File: config.mk
export PLATFORM = sky130hd
export DESIGN_NAME = ifq_param
export DESIGN_NICKNAME = d
export VERILOG_FILES = /design/src/rtl/ifq_param.sv
export SDC_FILE = /design/constraint.sdc
export NUM_CORES = 1
export LEC_CHECK = 0
export BUFFER_PORTS_ARGS = -buffer_cell sky130_fd_sc_hd__buf_2
export CAP_MARGIN = 20
export CORE_MARGIN = 2
export CORE_UTILIZATION = 59
export DETAILED_ROUTE_END_ITERATION = 8
export GPL_TIMING_DRIVEN = 0
export PLACE_DENSITY = 0.79
export SETUP_SLACK_MARGIN = 0.3
export SLEW_MARGIN = 20
export SYNTH_ARGS = -nofsm -noshare
export SYNTH_HDL_FRONTEND = slang
export SYNTH_SLANG_ARGS = --single-unit
File: constraint.sdc
create_clock -name clock -period 6.5 [get_ports clock]
set_input_delay 0.975 -clock clock [delete_from_list [all_inputs] [get_ports clock]]
set_output_delay 0.975 -clock clock [all_outputs]
set_load 0.02 [all_outputs]
File: src/rtl/ifq_param.sv
// ifq_param: parametrised line-buffering instruction fetch queue; define IFQ_BYPASS_EN for same-cycle bypass into an empty queue
module ifq_param #(
  parameter int LINE_WORDS = 4,
  parameter int DEPTH = 4,
  parameter logic [31:0] RESET_PC = 32'h0
) (
  input  logic                      clock,
  input  logic                      reset,
  output logic [31:0]               Pc_in,
  output logic                      Rd_en_cache,
  input  logic [32*LINE_WORDS-1:0]  Dout,
  input  logic                      Dout_valid,
  output logic [31:0]               Inst,
  output logic [31:0]               Pc_out,
  output logic                      Empty,
  input  logic                      Rd_en,
  input  logic [31:0]               Jmp_branch_address,
  input  logic                      Jmp_branch_valid,
  output logic [$clog2(DEPTH):0]    Count
);
  localparam int OFF = $clog2(LINE_WORDS);
  localparam int WW = OFF > 0 ? OFF : 1;
  localparam int PW = $clog2(DEPTH);
  localparam logic [29:0] LMASK = 30'(LINE_WORDS - 1);
  typedef enum logic {FETCH, SQUASH} state_t;
  state_t state;
  logic [29:0] fpc;
  logic [PW-1:0] wr_ptr, rd_ptr;
  logic [WW-1:0] rd_word;
  logic [31:0] mem [DEPTH][LINE_WORDS];
  logic [31:0] base [DEPTH];
  logic [31:0] inst_q, pc_q, word, line_base;
  logic wr, pop, last, byp, unused;
  assign unused = ^Jmp_branch_address[1:0];
  assign Pc_in = {fpc & ~LMASK, 2'b00};
  assign Rd_en_cache = state == FETCH && Count != (PW+1)'(DEPTH);
  assign wr = Rd_en_cache && Dout_valid && !Jmp_branch_valid;
`ifdef IFQ_BYPASS_EN
  assign byp = Count == '0 && wr;
`else
  assign byp = 1'b0;
`endif
  assign Empty = Count == '0 && !byp;
  assign pop = Rd_en && !Empty && !Jmp_branch_valid;
  assign last = rd_word == WW'(LINE_WORDS - 1);
  assign word = byp ? Dout[{rd_word, 5'b0} +: 32] : mem[rd_ptr][rd_word];
  assign line_base = byp ? Pc_in : base[rd_ptr];
  assign Inst = Empty ? inst_q : word;
  assign Pc_out = Empty ? pc_q : line_base + 32'({rd_word, 2'b00}) + 32'd4;
  always_ff @(posedge clock) begin
    if (wr) begin
      for (int i = 0; i < LINE_WORDS; i++) mem[wr_ptr][i] <= Dout[32*i +: 32];
      base[wr_ptr] <= Pc_in;
    end
  end
  // rd_word is preloaded with the target's word offset so the first line lands already skipped
  always_ff @(posedge clock) begin
    if (reset) begin
      state <= FETCH;
      fpc <= RESET_PC[31:2];
      wr_ptr <= '0;
      rd_ptr <= '0;
      rd_word <= '0;
      Count <= '0;
      inst_q <= '0;
      pc_q <= '0;
    end else if (Jmp_branch_valid) begin
      state <= SQUASH;
      fpc <= Jmp_branch_address[31:2];
      wr_ptr <= '0;
      rd_ptr <= '0;
      rd_word <= WW'(Jmp_branch_address[31:2] & LMASK);
      Count <= '0;
    end else begin
      state <= FETCH;
      if (wr) begin
        wr_ptr <= wr_ptr + 1'b1;
        fpc <= fpc + 30'(LINE_WORDS);
      end
      if (pop) begin
        rd_word <= last ? '0 : rd_word + 1'b1;
        if (last) rd_ptr <= rd_ptr + 1'b1;
      end
      Count <= Count + (PW+1)'(wr) - (PW+1)'(pop && last);
      if (!Empty) begin
        inst_q <= Inst;
        pc_q <= Pc_out;
      end
    end
  end
endmodule

==> flow_summary.toml <==
[status]
result_of_the_run = "completed"

[route]
detail_route.drc_violations = 0
drt_wl_total_mm = 69.5
wire_per_inst_microns = 25.4
detail_route.iter0.violations = 1768
routed-via-count = 16800
drt.antenna.violating_nets = 0
detail_route.vias_per_cell = 6.15
detailedRoute.firstPassIterationCount = 5

[logic_synthesis]
yosys_most_used_dff = "sky130_fd_sc_hd__edfxtp_1"
netlist_top_cells_area = "sky130_fd_sc_hd__edfxtp_1 65%, sky130_fd_sc_hd__mux4_2 14%, sky130_fd_sc_hd__dfxtp_1 7.2%, sky130_fd_sc_hd__nand2_1 2.6%, sky130_fd_sc_hd__nor2_1 1.2%"
synth-seq-cells = 728
netlist_instances = 1655
postSynthAreaPerCell_sq_um = 17.5
synth_async_sr_flop_share_pct = 0
yosysSeqAreaShare_pct = 71.8
synth.yosys.warnings = 0
synth.largest_area_cell = "sky130_fd_sc_hd__edfxtp_1"
number_of_synthesized_flops_with_an_enable_pin = 624
top_area_cell_type_share_of_the_netlist_area_pct = 64.6
synth.cell_area_sq_mm = 0.0290
yosys.cell_types.count = 53

[die]
io_pins = 266
dieHeight_microns = 226
floorplan.initialDensity_pct = 59.5
fp.dieArea_sq_mm = 0.0509
die_width_microns = 226
core_area_sq_mm = 0.0487
rows = 81

[pwr]
sw_frac_of_total_pct = 20.7
power.static_leakage_nw = 11.3
clock_power_share_pct = 43.4
power.density_cell_area_mw_per_mm2 = 294
switch_pwr_w = 0.00207
comb_power_share_pct = 4.7
power.sequential.fraction_pct = 51.9
ir_worst_vdd_v = 0.000326
power_report.internal_total_w = 0.00795

[cts]
cts.repair_timing.setup_buffer_count = 0
cts_tree = "built"
tritoncts.num_buffers = 74
clock_sink_count = 728
postCtsHoldBufs = 0
post_cts.resized_instances = 0
root_buffer_cell = "sky130_fd_sc_hd__clkbuf_16"
h_tree_depth = 3
longest_clk_path_bufs = 3
worst_setup_hold_path_clk_slew_ps = 60
worst_skew_pair.late_latency_ps = 610

[worst_setup_path]
worst-endpoint-required_ps = 5520
crit_chain = "buf_2 > buf_4 > buf_2 > clkbuf_1 > clkbuf_1 > mux4_2 > mux4_2 > nand2_1 > nand2_1 > buf_2"
timing.critical_path.from_type = "register"
cpMaxStageDelayCell = "sky130_fd_sc_hd__clkbuf_1"
worst-setup-path-type = "reg -> out"
worstPathBufferInverterCount = 6
cpMostUsedCell = "sky130_fd_sc_hd__buf_2"
critical_path_arrival_ps = 4570
end_kind = "output pin"
cpPeakStageDelay_ps = 670
path_delay_family = "buffers and inverters"
crit_path_max_fanout = 10

[grt]
grt-ovfl-total = 0
vias_in_the_first_global_route = 16700
grt_first_pass_wirelength_mm = 103
initial_antenna_violation_count = 17
grtUsageTotal_pct = 27.9
grt_start_max_net_pins = 46

[placed_design]
dp_hpwl_mm = 46.0
placement.setup.worst_slack_ps = 1550
finalWeightedCongestion = 0.916
port-buffer-count = 258
placedInstanceArea_sq_mm = 0.0315

[layout]
finish.utilization_pct = 69.8
fin_nets = 2182
final_design_area_no_fill_sq_mm = 0.0340
area_growth_syn_to_fin_pct = 17.4
post_route_cells_drive_above_1_share_pct = 29.8

[sta]
max_freq_mhz = 180
report.final.setup_viol = 0
unrepaired_setup_endpoints_after_global_routing = "false"
layout_min_cycle_time_ps = 5540
timing_hold_violations_final = 0
sum_of_negative_setup_slack_ps = 0
worst_pin_slew_ps = 1080
period_share_pct = 85.3
slew_violations = 0
fin_skew_ps = 17.0
max_slew_margin_pct = 28.1
timing.final.ws_setup_ps = 956

[hold_path]
worstHoldPathType = "reg -> reg"

[run]
timing.max_cap.violations = 0
==> worst min-delay path, delay by kind of cell, from the launching register on <==
kind	cells	cell delay, ps
flip-flops	1	310
AND/OR/NAND/NOR	1	50
AO/OA/AOI/OAI	1	50
==> state kept, by name (all words and copies together) (netlist names), named ones only <==
register  count
mem         512
pc_q         32
Count         3
base        112
inst_q       32
state         1
wr_ptr        2
rd_word       2
fpc          28
rd_ptr        2
==> cells by family (layout without fill, tap and decap cells) <==
family,Yosys count,count (layout),share of synthesized area [%]
AO/OA/AOI/OAI,153,153,3.49
adder cells (fa/ha/maj),9,9,0.414
flip-flops,728,728,71.8
other,1,10,0.0129
multiplexers,189,189,14.7
AND/OR/NAND/NOR,418,418,6.66
buffers and inverters,121,530,1.81
XOR/XNOR,36,36,1.09
==> synthesized netlist by cell type (all sizes together), types with 9 or more instances <==
library cell,count
or3,11
nor3,14
nor2,91
nand4,16
a21oi,54
xnor2,28
nor4,11
and2,14
inv,18
a31oi,18
a211oi,29
mux4,188
o31ai,15
edfxtp,624
a311oi,16
or4,14
nand2,199
and4,9
dfxtp,104
buf,35
nand3,20
clkbuf,68
==> layout by cell type (no fill, tap or decap), types with 18 or more instances in the layout <==
| cell | count |
|---|---|
| sky130_fd_sc_hd__dfxtp_1 | 104 |
| sky130_fd_sc_hd__buf_2 | 278 |
| sky130_fd_sc_hd__mux4_2 | 183 |
| sky130_fd_sc_hd__a211oi_1 | 29 |
| sky130_fd_sc_hd__a31oi_1 | 18 |
| sky130_fd_sc_hd__inv_1 | 18 |
| sky130_fd_sc_hd__a21oi_1 | 54 |
| sky130_fd_sc_hd__xnor2_1 | 28 |
| sky130_fd_sc_hd__edfxtp_1 | 624 |
| sky130_fd_sc_hd__nand3_1 | 19 |
| sky130_fd_sc_hd__clkbuf_1 | 81 |
| sky130_fd_sc_hd__nor2_1 | 91 |
| sky130_fd_sc_hd__nand2_1 | 199 |
| sky130_fd_sc_hd__clkbuf_16 | 78 |
==> power by group through the flow <==
| stage | clock network [W] | logic (W) | registers [W] |
|---|---|---|---|
| floorplan | 0 | 0.000237 | 0.00531 |
| global placement | 0 | 0.000438 | 0.00531 |
| detailed placement | 0 | 0.000464 | 0.00530 |
| CTS | 0.00441 | 0.000467 | 0.00520 |
| global route | 0.00458 | 0.000503 | 0.00521 |
| finish | 0.00435 | 0.000469 | 0.00520 |
==> area by class of cell <==
type / instances / area (sq um)
flip-flops and latches: 728 / 20800
repair buffers: 274 / 1670
clock buffers: 97 / 2080
well taps: 664 / 831
plain buffers: 103 / 459
inverters: 18 / 67.6
multi-input cells: 809 / 7670
fillers: 3069 / 14700
clock inverters: 38 / 430
diodes: 6 / 15.0
==> metal layers <==
layer  vias to the layer above  GRT usage [%]  part of all wire, %
li1                       7317              -                    -
met1                      8505           37.3                   38
met2                       846           46.3                   50
met3                       151           6.06                  9.3
met4                        22           8.67                  2.4
met5                         -              0                 0.21
==> worst paths after layout <==
check | from | to | slack [ps] | depth (start not counted)
worst max-delay path | register | Inst[17] | 960 | 10
worst min-delay path | pc_q[3]$_SDFFE_PP0P_ | pc_q[3]$_SDFFE_PP0P_ | 450 | 2
worst max register to register | register | inst_q[31]$_SDFFE_PP0P_ | 2580 | 9
worst min register to register | pc_q[3]$_SDFFE_PP0P_ | pc_q[3]$_SDFFE_PP0P_ | 450 | 2
==> metrics by stage <==
step                instances  hold slack, ps  power (W)
finish                   2737             454     0.0100
global route             2734             475     0.0103
CTS                      2731             454     0.0101
detailed placement       2596             439    0.00576
global placement         2580             434    0.00575
floorplan                1658             421    0.00555
(Power assumes the default switching activity.)
